## src/rtl/ahb_sram_slave_if.sv

```systemverilog
// AHB-Lite signal bundle between a bus master/BFM and the SRAM slave.
interface ahb_sram_slave_if #(
    parameter int unsigned ADDR_W = 32,
    parameter int unsigned DATA_W = 32
);
    logic [1:0]        htrans;
    logic [ADDR_W-1:0] haddr;
    logic              hwrite;
    logic [2:0]        hsize;
    logic [DATA_W-1:0] hwdata;
    logic              hready;
    logic              hreadyout;
    logic              hresp;
    logic [DATA_W-1:0] hrdata;

    modport master (
        output htrans, haddr, hwrite, hsize, hwdata, hready,
        input  hreadyout, hresp, hrdata
    );

    modport slave (
        input  htrans, haddr, hwrite, hsize, hwdata, hready,
        output hreadyout, hresp, hrdata
    );
endinterface

```

## src/rtl/ahb_sram_slave.sv

```systemverilog
// AHB-Lite slave over a small zero-initialised word memory, with
// programmable OKAY wait states and a two-cycle ERROR response.
module ahb_sram_slave #(
    parameter int unsigned ADDR_W      = 32,
    parameter int unsigned DATA_W      = 32,
    parameter int unsigned DEPTH       = 16,
    parameter int unsigned WAIT_STATES = 0
) (
    input  logic            hclk,
    input  logic            hreset,
    ahb_sram_slave_if.slave bus
);
    localparam int unsigned IDX_W = $clog2(DEPTH);

    typedef enum logic [1:0] {IDLE, DATA, ERR1, ERR2} state_t;

    state_t                       state;
    logic [2:0]                   wait_cnt;
    logic [IDX_W-1:0]             addr_q;
    logic                         write_q;
    logic [3:0]                   mask_q;
    logic                         hreadyout_q;
    logic                         hresp_q;
    logic [DEPTH-1:0][DATA_W-1:0] mem;

    logic       can_accept;
    logic       accept;
    logic       bad;
    logic [3:0] lane_mask;
    logic       unused_htrans0;

    assign unused_htrans0 = bus.htrans[0];

    always_comb begin
        can_accept = (state == IDLE) || (state == ERR2) ||
                     (state == DATA && wait_cnt == '0);
        accept     = can_accept && bus.hready && bus.htrans[1];
        bad        = (bus.haddr >= ADDR_W'(DEPTH * 4)) ||
                     (bus.hsize > 3'd2) ||
                     (bus.hsize == 3'd1 && bus.haddr[0]) ||
                     (bus.hsize == 3'd2 && bus.haddr[1:0] != 2'b00);
        case (bus.hsize)
            3'd0:    lane_mask = 4'b0001 << bus.haddr[1:0];
            3'd1:    lane_mask = 4'b0011 << {bus.haddr[1], 1'b0};
            default: lane_mask = '1;
        endcase
    end

    always_ff @(posedge hclk) begin
        if (hreset) begin
            state       <= IDLE;
            wait_cnt    <= '0;
            addr_q      <= '0;
            write_q     <= 1'b0;
            mask_q      <= '0;
            hreadyout_q <= 1'b1;
            hresp_q     <= 1'b0;
            mem         <= '0;
        end else begin
            // Write commits on the completing edge, which is also the edge that
            // accepts the next address, so a following read sees the new data.
            if (state == DATA && wait_cnt == '0 && write_q) begin
                for (int unsigned k = 0; k < 4; k++) begin
                    if (mask_q[k]) mem[addr_q][8*k +: 8] <= bus.hwdata[8*k +: 8];
                end
            end

            if (accept) begin
                addr_q  <= bus.haddr[IDX_W+1:2];
                write_q <= bus.hwrite;
                mask_q  <= lane_mask;
                if (bad) begin
                    state       <= ERR1;
                    wait_cnt    <= '0;
                    hreadyout_q <= 1'b0;
                    hresp_q     <= 1'b1;
                end else begin
                    state       <= DATA;
                    wait_cnt    <= 3'(WAIT_STATES);
                    hreadyout_q <= (WAIT_STATES == 0);
                    hresp_q     <= 1'b0;
                end
            end else if (state == ERR1) begin
                state       <= ERR2;
                hreadyout_q <= 1'b1;
            end else if (state == DATA && wait_cnt != '0) begin
                wait_cnt    <= wait_cnt - 3'd1;
                hreadyout_q <= (wait_cnt == 3'd1);
            end else begin
                state       <= IDLE;
                hreadyout_q <= 1'b1;
                hresp_q     <= 1'b0;
            end
        end
    end

    always_comb begin
        bus.hrdata = '0;
        if (state == DATA && !write_q) bus.hrdata = mem[addr_q];
    end

    assign bus.hreadyout = hreadyout_q;
    assign bus.hresp     = hresp_q;
endmodule

```

## src/flat_wrapper.sv

```systemverilog
// flat-port wrapper written by rule: the top's interface ports become plain ports
module ahb_sram_slave_flat 
#(
    parameter int unsigned ADDR_W      = 32,
    parameter int unsigned DATA_W      = 32,
    parameter int unsigned DEPTH       = 16,
    parameter int unsigned WAIT_STATES = 0
)
  (hclk, hreset, bus_htrans, bus_haddr, bus_hwrite, bus_hsize, bus_hwdata, bus_hready, bus_hreadyout, bus_hresp, bus_hrdata);
  ahb_sram_slave_if #(.ADDR_W(ADDR_W), .DATA_W(DATA_W)) bus_i ();
  input  logic hclk;
  input  logic hreset;
  input wire logic [$bits(bus_i.htrans)-1:0] bus_htrans;
  input wire logic [$bits(bus_i.haddr)-1:0] bus_haddr;
  input wire logic [$bits(bus_i.hwrite)-1:0] bus_hwrite;
  input wire logic [$bits(bus_i.hsize)-1:0] bus_hsize;
  input wire logic [$bits(bus_i.hwdata)-1:0] bus_hwdata;
  input wire logic [$bits(bus_i.hready)-1:0] bus_hready;
  output wire logic [$bits(bus_i.hreadyout)-1:0] bus_hreadyout;
  output wire logic [$bits(bus_i.hresp)-1:0] bus_hresp;
  output wire logic [$bits(bus_i.hrdata)-1:0] bus_hrdata;
  assign bus_i.htrans = bus_htrans;
  assign bus_i.haddr = bus_haddr;
  assign bus_i.hwrite = bus_hwrite;
  assign bus_i.hsize = bus_hsize;
  assign bus_i.hwdata = bus_hwdata;
  assign bus_i.hready = bus_hready;
  assign bus_hreadyout = bus_i.hreadyout;
  assign bus_hresp = bus_i.hresp;
  assign bus_hrdata = bus_i.hrdata;
  ahb_sram_slave #(.ADDR_W(ADDR_W), .DATA_W(DATA_W), .DEPTH(DEPTH), .WAIT_STATES(WAIT_STATES)) u_core (.hclk(hclk), .hreset(hreset), .bus(bus_i));
endmodule
```

## config.mk

```make
export PLATFORM = sky130hd
export DESIGN_NAME = ahb_sram_slave_flat
export DESIGN_NICKNAME = d
export VERILOG_FILES = /design/src/rtl/ahb_sram_slave_if.sv /design/src/rtl/ahb_sram_slave.sv /design/src/flat_wrapper.sv
export SDC_FILE = /design/constraint.sdc
export NUM_CORES = 1
export LEC_CHECK = 0
export BUFFER_PORTS_ARGS = -buffer_cell sky130_fd_sc_hd__buf_2
export CAP_MARGIN = 25
export CORE_MARGIN = 10
export CORE_UTILIZATION = 40
export CTS_CLUSTER_DIAMETER = 150
export DETAILED_ROUTE_END_ITERATION = 10
export GPL_ROUTABILITY_DRIVEN = 0
export SYNTH_ARGS = -nofsm -noshare
export SYNTH_HDL_FRONTEND = slang
export SYNTH_SLANG_ARGS = --single-unit
export TNS_END_PERCENT = 1
```

## constraint.sdc

```tcl
create_clock -name hclk -period 3.3 [get_ports hclk]
set_clock_uncertainty 0.15 [all_clocks]
set_input_delay 0.33 -clock hclk [delete_from_list [all_inputs] [get_ports hclk]]
set_output_delay 0.33 -clock hclk [all_outputs]
set_load 0.005 [all_outputs]
```

==> results_dict.tcl <==
set metrics [dict create \
    grt_max_degree 118 \
    root_buffer "clkbuf_16" \
    placementRows 88 \
    arrival_ps 2720 \
    p_leak_nw 13.0 \
    coreArea_mm2 0.0579 \
    fillers 5320 \
    synth_edf_count 0 \
    grt_pass1_wl_um 92800 \
    synth_top_area_share_pct 45.0 \
    syn_area_per_cell_um2 11.2 \
    r2r_setup_slack_ps 650 \
    seq_area_frac_synth_pct 45.0 \
    hp-class "primary input to flop" \
    holdWs_ps -7.67 \
    start_kind "flop" \
    clock-sinks 528 \
    synthTopCellsByArea "dfxtp_1, mux2i_1, mux4_2" \
    powerDensity_mw_per_mm2 500 \
    syn_inst 2105 \
    wl_um 58600 \
    fin_area_mm2 0.0268 \
    antenna_found_initial 1 \
    ir_drop_mv 0.379 \
    report.final.slew_viol_count 0 \
    htree_levels 2 \
    hold_viol_final 1 \
    fin_cells 2962 \
    portBuffers 105 \
    drt_iter0_markers 1054 \
    clk_latency_ps 610 \
    drv_cap 0 \
    required_ps 2820 \
    worstSetupPathType "flop to output pin" \
    final-setup-viol-count 0 \
    dp.cells 2841 \
    multi_input_area_mm2 0.0122 \
    cts_made_buffers 54 \
    fin_util_pct 46.3 \
    rsz0062_at_grt "yes" \
    grt_use_total_pct 16.5 \
    yosys_warnings 0 \
    vias 15800 \
    synthesis.nets 2184 \
    dpl.hpwl_um 36400 \
    wl_per_cell_um 19.8 \
    drc 0 \
    layout_min_cycle_time_ps 3200 \
    postPlaceCellArea_mm2 0.0247 \
    die_x_um 262 \
    cp_max_fo 20 \
    cts_tree "built" \
    yosysMostFrequentCell "mux2i_1" \
    maxSlewHeadroom_pct 35.4 \
    netlist_top_cells_count "mux2i_1, dfxtp_1, nor2_1, mux4_2, clkbuf_1" \
    clkTransAtPathRegs_ps 60 \
    ant_nets 0 \
    worst_slew_pin_slew_ps 968 \
    die_y_um 262 \
    finalCritPeriodShare_pct 96.9 \
    drt-vias-per-instance 5.34 \
    synth_area_mm2 0.0235 \
    timing.fmax_mhz 313 \
    outcome "finished, violations left" \
    start_util_pct 40.6 \
    nNetsFinal 2232 \
    area_growth_pct 13.9 \
    grt_pass1_vias 16000 \
    async_flop_share_pct 0 \
    synth.distinct_cells 48 \
    synth_flop_cell "dfxtp_1" \
    dieArea_mm2 0.0689 \
    clockBufferDepth 3 \
    synth-seq-cells 528 \
    drive_gt1_share_pct 20.1 \
    crit_path_end_kind "output pin" \
    ioPinCount 107 \
    grt_overflow 0 \
    firstDrtPassIters 5 \
    regArea_mm2 0.0106 \
    violations "negative hold slack" \
    yosys.area.top_type "dfxtp_1" \
]
worst max-delay path: stages (launching register included):
cell	delay [ps]
dfxtp_4	620
buf_12	270
buf_6	160
mux4_2	490
mux2i_1	200
o22ai_1	160
buf_2	190
power breakdown:
part           switching [mW]  leakage, nW  internal (mW)  total (mW)
registers              0.0698         4.25           6.38        6.45
logic                   0.402         7.86          0.237       0.638
clock network            2.57        0.909           3.74        6.31
total                    3.04         13.0           10.4        13.4
placed cells by master, fill, tap and decap left out, types with 2 or more instances in the layout:
cell,synthesis,routed
nor4_1,7,7
bufinv_16,0,7
o21ai_0,3,3
dfxtp_4,0,3
clkbuf_16,0,55
and4b_1,5,4
clkbuf_1,103,8
xnor2_1,2,2
inv_1,8,8
nand4_1,2,2
a311oi_1,3,3
o31ai_1,2,2
nor3_1,5,5
nor4bb_1,3,3
buf_6,2,3
dfxtp_1,528,525
a2111oi_0,2,2
dlygate4sd3_1,0,19
buf_12,0,17
a21oi_1,2,2
clkinv_4,0,4
clkbuf_8,0,6
nand3_2,64,64
mux4_2,128,128
clkinvlp_4,0,3
nand2_1,2,2
a211oi_1,2,2
and4bb_2,3,3
mux2i_2,0,2
buf_2,38,104
nor2_1,524,524
mux2i_1,581,579
buf_4,22,17
clkinv_2,0,15
ha_1,6,6
nor4b_2,3,3
o22ai_1,32,31
repair_timing:
action | CTS | global route
endpoints found under the setup margin | 22 | 21
resized for setup | 2 | 4
buffers inserted | 1 | 1
hold buffers | 19 | 0
endpoints found under the hold margin | 65 | 0
final timing paths:
| check | from | endpoint | cells after the start |
|---|---|---|---|
| worst max-delay path | u_core.addr_q[0] | bus_hrdata[7] | 6 |
| worst min-delay path | hreset | u_core.mem[439] | 2 |
| worst max register to register | u_core.addr_q[1] | u_core.mem[330] | 6 |
| worst min register to register | u_core.mem[86] | u_core.mem[86] | 2 |
flip-flops by register name (all words and copies together), names as in the netlist:
signal	cells
u_core.mem	512
u_core.addr_q	4
u_core.mask_q	4
u_core.wait_cnt	3
u_core.state	2
u_core.bus.hreadyout	1
u_core.bus.hresp	1
u_core.write_q	1
per-layer routing:
layer | part of all wire [%] | up-vias | GRT usage, % | wire (um)
met5 | 0 | - | 0 | 0
met3 | 4.6 | 91 | 3.06 | 2680
met1 | 46 | 7818 | 21.8 | 26900
li1 | - | 7579 | - | -
met2 | 47 | 339 | 27.2 | 27600
met4 | 2.4 | 0 | 4.77 | 1410
per-stage QoR:
stage               TNS, ps  setup WS, ps  total power [mW]  hold slack, ps
floorplan                 0          1200              6.99             308
global placement          0           379              7.20             320
detailed placement        0           357              7.21             329
CTS                   -48.8         -21.8              13.6           0.359
global route          -20.3         -20.3              13.9            22.8
finish                    0           103              13.4           -7.67
logic make-up after synthesis:
group / share of synthesized area [%]
AO/OA/AOI/OAI: 1.48
adder cells (fa/ha/maj): 0.319
AND/OR/NAND/NOR: 12.7
buffers and inverters: 3.45
flip-flops: 45.0
multiplexers: 37.0
XOR/XNOR: 0.0745
area by class of cell:
cell class | instances | share of cell area, %
Multi-Input combinational cell | 1400 | 45.4
Sequential cell | 528 | 39.5
Clock buffer | 69 | 5.56
Timing Repair Buffer | 161 | 4.58
Tap cell | 765 | 3.57
Clock inverter | 30 | 1.31
Inverter | 8 | 0.112
Antenna cell | 1 | 0.00934
No activity file was read; power rests on OpenSTA's default activity.
